==> src/rtl/apu_sample_queue_if.sv <==
// Sample-path bundle between the register block / audio output block and the sample queue.
// The master drives the write and consume strobes; the slave returns the presented sample and occupancy.
interface apu_sample_queue_if #(
   parameter int W     = 32,
   parameter int DEPTH = 8
);
   localparam int LW = $clog2(DEPTH) + 1;

   logic          push;
   logic [W-1:0]  push_data;
   logic          sample_rdy;
   logic [W-1:0]  sample;
   logic [LW-1:0] level;
   logic          full;

   modport master (
      output push, push_data, sample_rdy,
      input  sample, level, full
   );

   modport slave (
      input  push, push_data, sample_rdy,
      output sample, level, full
   );
endinterface

==> src/rtl/apu_sample_queue.sv <==
// APU sample queue: circular FIFO feeding a held output sample register, with sticky
// overflow/underflow flags and a level-threshold refill interrupt.
module apu_sample_queue #(
   parameter int DEPTH = 8,
   parameter int W     = 32
) (
   input  logic                       clk,
   input  logic                       rst_n,
   input  logic                       en,
   input  logic                       underflow_zero,
   input  logic [$clog2(DEPTH):0]     irq_thresh,
   input  logic                       clr_flags,
   output logic                       overflow,
   output logic                       underflow,
   output logic                       irq,
   apu_sample_queue_if.slave          bus
);

   localparam int AW = $clog2(DEPTH);
   localparam int PW = AW + 1;
   localparam logic [PW-1:0] DEPTH_P = PW'(DEPTH);

   logic [W-1:0]  mem [DEPTH];
   logic [PW-1:0] wptr;
   logic [PW-1:0] rptr;
   logic [PW-1:0] level;
   logic [W-1:0]  sample_q;
   logic          overflow_q;
   logic          underflow_q;

   logic          full;
   logic          empty;
   logic          consume;
   logic          pop;
   logic          under_ev;
   logic          push_req;
   logic          push_ok;
   logic          ovf_ev;

   // Occupancy comes only from registered pointers; the extra pointer bit
   // keeps full and empty distinct across wrap.
   assign level    = wptr - rptr;
   assign full     = (level == DEPTH_P);
   assign empty    = (level == '0);

   assign consume  = en & bus.sample_rdy;
   assign pop      = consume & ~empty;
   assign under_ev = consume & empty;

   // A full queue still takes a push when the same edge frees a slot.
   assign push_req = en & bus.push;
   assign push_ok  = push_req & (~full | pop);
   assign ovf_ev   = push_req & ~push_ok;

   always_ff @(posedge clk or negedge rst_n) begin
      if (!rst_n) begin
         wptr     <= '0;
         rptr     <= '0;
         sample_q <= '0;
      end else if (!en) begin
         wptr     <= '0;
         rptr     <= '0;
         sample_q <= '0;
      end else begin
         if (push_ok)
            wptr <= wptr + 1'b1;
         if (pop) begin
            rptr     <= rptr + 1'b1;
            sample_q <= mem[rptr[AW-1:0]];
         end else if (under_ev && underflow_zero) begin
            sample_q <= '0;
         end
      end
   end

   // Storage needs no reset: pointers alone define which entries are valid.
   always_ff @(posedge clk) begin
      if (push_ok)
         mem[wptr[AW-1:0]] <= bus.push_data;
   end

   // Flags survive en low; a same-cycle set beats the clear strobe.
   always_ff @(posedge clk or negedge rst_n) begin
      if (!rst_n) begin
         overflow_q  <= 1'b0;
         underflow_q <= 1'b0;
      end else begin
         overflow_q  <= ovf_ev   | (overflow_q  & ~clr_flags);
         underflow_q <= under_ev | (underflow_q & ~clr_flags);
      end
   end

   assign bus.sample = sample_q;
   assign bus.level  = level;
   assign bus.full   = full;
   assign overflow   = overflow_q;
   assign underflow  = underflow_q;
   assign irq        = en & (level <= irq_thresh);

endmodule

==> src/flat_wrapper.sv <==
// flat-port wrapper written by rule: the top's interface ports become plain ports
module apu_sample_queue_flat 
#(
   parameter int DEPTH = 8,
   parameter int W     = 32
)
  (clk, rst_n, en, underflow_zero, irq_thresh, clr_flags, overflow, underflow, irq, bus_push, bus_push_data, bus_sample_rdy, bus_sample, bus_level, bus_full);
  apu_sample_queue_if #(.W(W), .DEPTH(DEPTH)) bus_i ();
  input  logic clk;
  input  logic rst_n;
  input  logic en;
  input  logic underflow_zero;
  input  logic [$clog2(DEPTH):0] irq_thresh;
  input  logic clr_flags;
  output logic overflow;
  output logic underflow;
  output logic irq;
  input wire logic [$bits(bus_i.push)-1:0] bus_push;
  input wire logic [$bits(bus_i.push_data)-1:0] bus_push_data;
  input wire logic [$bits(bus_i.sample_rdy)-1:0] bus_sample_rdy;
  output wire logic [$bits(bus_i.sample)-1:0] bus_sample;
  output wire logic [$bits(bus_i.level)-1:0] bus_level;
  output wire logic [$bits(bus_i.full)-1:0] bus_full;
  assign bus_i.push = bus_push;
  assign bus_i.push_data = bus_push_data;
  assign bus_i.sample_rdy = bus_sample_rdy;
  assign bus_sample = bus_i.sample;
  assign bus_level = bus_i.level;
  assign bus_full = bus_i.full;
  apu_sample_queue #(.DEPTH(DEPTH), .W(W)) u_core (.clk(clk), .rst_n(rst_n), .en(en), .underflow_zero(underflow_zero), .irq_thresh(irq_thresh), .clr_flags(clr_flags), .overflow(overflow), .underflow(underflow), .irq(irq), .bus(bus_i));
endmodule
==> config.mk <==
export PLATFORM = sky130hd
export DESIGN_NAME = apu_sample_queue_flat
export DESIGN_NICKNAME = d
export VERILOG_FILES = /design/src/rtl/apu_sample_queue_if.sv /design/src/rtl/apu_sample_queue.sv /design/src/flat_wrapper.sv
export SDC_FILE = /design/constraint.sdc
export NUM_CORES = 1
export LEC_CHECK = 0
export ABC_AREA = 1
export BUFFER_PORTS_ARGS = -buffer_cell sky130_fd_sc_hd__buf_2
export CORE_MARGIN = 2
export CORE_UTILIZATION = 55
export CTS_CLUSTER_DIAMETER = 80
export DETAILED_ROUTE_END_ITERATION = 10
export GPL_TIMING_DRIVEN = 0
export PLACE_DENSITY = 0.74
export SLEW_MARGIN = 20
export SYNTH_ARGS = -nofsm -noshare
export SYNTH_HDL_FRONTEND = slang
export SYNTH_SLANG_ARGS = --single-unit
==> constraint.sdc <==
create_clock -name clk -period 12.5 [get_ports clk]
set_clock_uncertainty 0.2 [all_clocks]
set_input_delay 3.125 -clock clk [delete_from_list [all_inputs] [get_ports clk]]
set_output_delay 3.125 -clock clk [all_outputs]
set_load 0.005 [all_outputs]
[Word-level counts from Yosys, hierarchy flattened]
Memories as Yosys holds them, arrays and structs flattened.
Cells that the tools add are included.
Storage, ports and cells
  register bits after elaboration: 42
  memory bits (writable): 256
  input bits: 43
  output and inout port bits: 40
  memories kept: 1
Cells by class
  add/subtract/negate cells: 3
  order comparisons: 1
  eq/ne operators: 4
  multiplexer cells: 9
  bitwise logic cells: 16
  reductions and logical operators: 2
Memory list
  u_core.mem: depth 8, width 32, rd ports 1, clocked after Yosys merged registers in 0, write ports 1, RTL line apu_sample_queue.sv:23  | logic [W-1:0] mem [DEPTH];
Operators with widths (count)
  two-way mux 32 bit: 3
  two-way mux 4 bit: 4
  AND 1 bit: 9
  adder 4 x 1 -> 4 bit, second input constant: 2
  equality test 4 bit, second input constant: 1
  less-or-equal comparator 4 bit: 1
  zero test 4 bit: 1
  inequality test 2 x 1 -> 1 bit, second input constant: 2
  inverter 1 bit: 4
  subtractor 4 bit: 1
  inequality test 3 x 1 -> 1 bit, second input constant: 1
  OR 1 bit: 3
  two-way mux 1 bit: 2
  logical AND 1 bit: 1

[Depth between registers and ports, before layout]
  depth after elaboration: 9
  mapped depth: 14

[Worst setup path after synthesis]
Ideal clock, no wire load.
  path kind: in2out
  from: input port irq_thresh[3]
  to: output port irq
  data arrival time: 3.844 ns
  required time: 9.175 ns
  path slack: 5.331 ns
  cell stages on the path: 5
  path buffers: 0
  cells stage by stage: inv_1 -> ha_1 -> a21oi_1 -> o21ai_0 -> a21boi_0
On the way
  cells in the longest elaborated chain, start to end: 2
RTL lines
  from (decl): RTL line flat_wrapper.sv:13  | input logic [$clog2(DEPTH):0] irq_thresh;
  less-or-equal comparator 4 bit: RTL line apu_sample_queue.sv:98  | assign irq = en & (level <= irq_thresh);
  AND 1 bit: RTL line apu_sample_queue.sv:98
  to (decl): RTL line flat_wrapper.sv:17  | output logic irq;
Every way passes these cells.

[Final worst setup path]
  from: input port en
  to: output port irq
On the way
  cells in the longest elaborated chain, start to end: 1
RTL lines
  from (decl): RTL line flat_wrapper.sv:11  | input logic en;
  AND 1 bit: RTL line apu_sample_queue.sv:98
Every way passes these cells.

==> qor.yml <==
synth:
  synth_top_family_by_area: "simple AND/OR/NAND/NOR gates"
  syn_inst: 982
  ys_seq_elements: 298
  synthAdderAreaFrac_pct: 1.11
  syn_area_sq_um: 12000
  ys_seq_area_share_pct: 72.9
  avgSynthCellArea_sq_um: 12.2
  yosys_warnings: 0
  muxShareOfSynthArea_pct: 0
  yosys.area_share.simple_pct: 15.7
  synth_xor_area_share_pct: 0.292
  synth_cell_types: 27
  synth_compound_area_share_pct: 6.83
  syn_nets: 1035
power:
  ir_worst_vdd_mv: 0.183
  power_density_nw_per_um2: 208
  leakage_nw: 5.43
floorplan:
  io_pins: 83
  die_area_sq_um: 23000
  chipWidth_um: 152
  die_h_um: 152
  core.rowCount: 54
  start_util_pct: 55.4
  placeableCoreArea_sq_um: 21600
sta:
  fmax_mhz: 135
  period_needed_ns: 7.43
  worst_pin_slew_ns: 0.821
  relSlewSlack_pct: 45.3
  maxSlewViolCount: 0
  hold_viol: 0
  min_period_over_period_pct: 59.4
  rsz0062_at_grt: "false"
  setup_viol: 0
  setup_tns_ns: 0
layout:
  final_nets: 1156
  insertedDiodeCount: 0
  syn_to_final_growth_pct: 16.4
  drive_gt1_share_pct: 15.7
  final_cells: 1405
place:
  hpwl_um: 19000
  place.gp.congestion: 0.786
  dp.cells: 1352
  port_buffers: 82
global_routing:
  grt_util_all_layers_pct: 25.9
  gr-total-overflow: 0
  use_met3_pct: 3.74
  grt_pass1_vias: 8018
  met2_usage_pct: 43.7
  grtUsageMet1_pct: 34.6
  grt_pass1_wl_um: 44300
  antenna_found_initial: 0
  grt-busiest-layer: "met2"
  grt_start_max_net_pins: 43
setup_path:
  rr_endpoint: "u_core.mem[5][12]"
  worst_r2r_path_depth: 13
  r2r_setup_slack_ns: 8.47
  r2r-start: "u_core.rptr[2]"
  cp_max_fo: 10
  required_ns: 9.17
  worstSetupPathType: "in -> out"
  startpoint_type: "input port"
  arrival_ns: 4.11
  startpoint: "en"
  crit_path_end: "irq"
  endpoint_kind: "output pin"
run_status:
  status: "completed"
routing:
  vias_per_cell: 5.90
  wl_per_cell_um: 20.9
  num_vias: 8289
  dr.pass1.iters: 6
  post-route-drc-count: 0
  wl_um: 29400
  drtIter0Drc: 931
  postRouteAntennaNets: 0
cts:
  cts_root_buf: "clkbuf_16"
  h-tree-depth: 1
  cts_tree: "built"
  clk_path_buf_depth: 3
  cts_setup_buffers: 0
  post_cts_resize_count: 0
  numCtsBuffers: 29
  cts_sinks: 298
  cts-hold-fix-buffers: 0
  clkTransAtPathRegs_ns: 0.06
  clk-insertion-delay-late_ns: 0.54
run:
  maxCapViolations: 0
min_path:
  hold_class: "reg -> reg"
cells in the final DEF (no fill, tap or decap), types with 2 or more instances in the layout:
cell / synthesis / layout
a21oi_1: 66 / 66
a32oi_1: 32 / 32
buf_1: 4 / 4
buf_16: 0 / 8
buf_2: 27 / 108
buf_6: 3 / 3
bufinv_16: 0 / 3
clkbuf_1: 29 / 38
clkbuf_16: 0 / 29
clkinv_1: 0 / 4
clkinv_2: 0 / 6
dfrtp_1: 42 / 42
edfxtp_1: 256 / 256
ha_1: 9 / 9
inv_1: 18 / 18
inv_2: 4 / 4
nand2_1: 288 / 288
nand2_2: 3 / 3
nand3_1: 73 / 73
nand4_1: 35 / 35
nor2_1: 43 / 35
nor2_4: 1 / 9
o21ai_0: 27 / 27
o21ai_1: 8 / 8
o22ai_1: 4 / 4
or2_1: 2 / 2
xor2_1: 3 / 3
worst min-delay path by stage:
stage / slack [ns] / end / startpoint / cells past startpoint
4_1_cts: 0.32 / u_core.bus.sample[23] / u_core.bus.sample[23] / 2
5_1_grt: 0.36 / u_core.bus.sample[20] / u_core.bus.sample[20] / 2
3_3_place_gp: 0.30 / u_core.bus.sample[26] / u_core.bus.sample[26] / 2
2_1_floorplan: 0.32 / u_core.bus.sample[10] / u_core.bus.sample[10] / 2
3_5_place_dp: 0.31 / u_core.bus.sample[23] / u_core.bus.sample[23] / 2
6_report: 0.32 / u_core.bus.sample[23] / u_core.bus.sample[23] / 2
critical path: stages:
cell and delay, ns:
buf_2 0.16, clkbuf_1 0.45, a21boi_0 0.23, buf_2 0.14
power breakdown:
group / leakage [nW] / total (mW) / switching, mW / internal [mW]
Combinational: 2.10 / 0.852 / 0.574 / 0.278
Clock: 0.452 / 0.851 / 0.356 / 0.494
Sequential: 2.88 / 1.20 / 0.0348 / 1.16
sequential cells by signal (all words and copies together), names as in the netlist:
name / count
u_core.rptr: 4
u_core.bus.sample: 32
u_core.mem: 256
u_core.underflow: 1
u_core.wptr: 4
u_core.overflow: 1
per-stage QoR:
| step | cell area [sq um] | hold WS [ns] | total power [mW] | setup WS [ns] | util [%] |
|---|---|---|---|---|---|
| floorplan | 12000 | 0.315 | 1.74 | 5.33 | - |
| finish | 13900 | 0.316 | 2.90 | 5.07 | 64.5 |
| global placement | 12700 | 0.304 | 2.01 | 5.05 | 58.9 |
| global route | 13900 | 0.356 | 3.03 | 5.00 | 64.5 |
| detailed placement | 13000 | 0.306 | 2.05 | 5.06 | 60.2 |
| CTS | 13900 | 0.323 | 2.89 | 5.06 | 64.5 |
per-layer routing:
metal  routed length [um]  part of all wire (%)
met5                    0                     0
met1                11800                    40
met3                 2320                   7.9
met4                  964                   3.3
met2                14400                    49
synth_stat cells:
master | n | area (sq um)
a21boi_0 | 1 | 7.51
a21oi_1 | 66 | 330
a32oi_1 | 32 | 280
buf_1 | 4 | 15.0
buf_2 | 27 | 135
buf_6 | 3 | 33.8
clkbuf_1 | 29 | 109
dfrtp_1 | 42 | 1050
edfxtp_1 | 256 | 7690
fa_1 | 1 | 20.0
ha_1 | 9 | 113
inv_1 | 18 | 67.6
inv_2 | 4 | 15.0
nand2_1 | 288 | 1080
nand2_2 | 3 | 18.8
nand3_1 | 73 | 365
nand3_2 | 1 | 10.0
nand4_1 | 35 | 219
nor2_1 | 43 | 161
nor2_4 | 1 | 11.3
nor3_1 | 1 | 5.00
o21ai_0 | 27 | 135
o21ai_1 | 8 | 40.0
o22ai_1 | 4 | 25.0
or2_1 | 2 | 12.5
xnor2_1 | 1 | 8.76
xor2_1 | 3 | 26.3
cell families (layout without fill, tap and decap cells):
kind of cell,count (synthesis),after routing
compound gates,138,138
xor+xnor,4,4
fa+ha+maj,10,10
buf+inv,85,228
flops,298,298
simple gates,447,447
layout make-up:
type | instances | area, sq um
plain buffers | 63 | 293
clock buffers | 39 | 773
clock inverters | 14 | 144
fillers | 1602 | 7680
inverters | 22 | 82.6
multi-input cells | 599 | 2930
flip-flops and latches | 298 | 8740
well taps | 280 | 350
repair buffers | 90 | 633
Note: power is estimated with default switching activity, not from simulation.
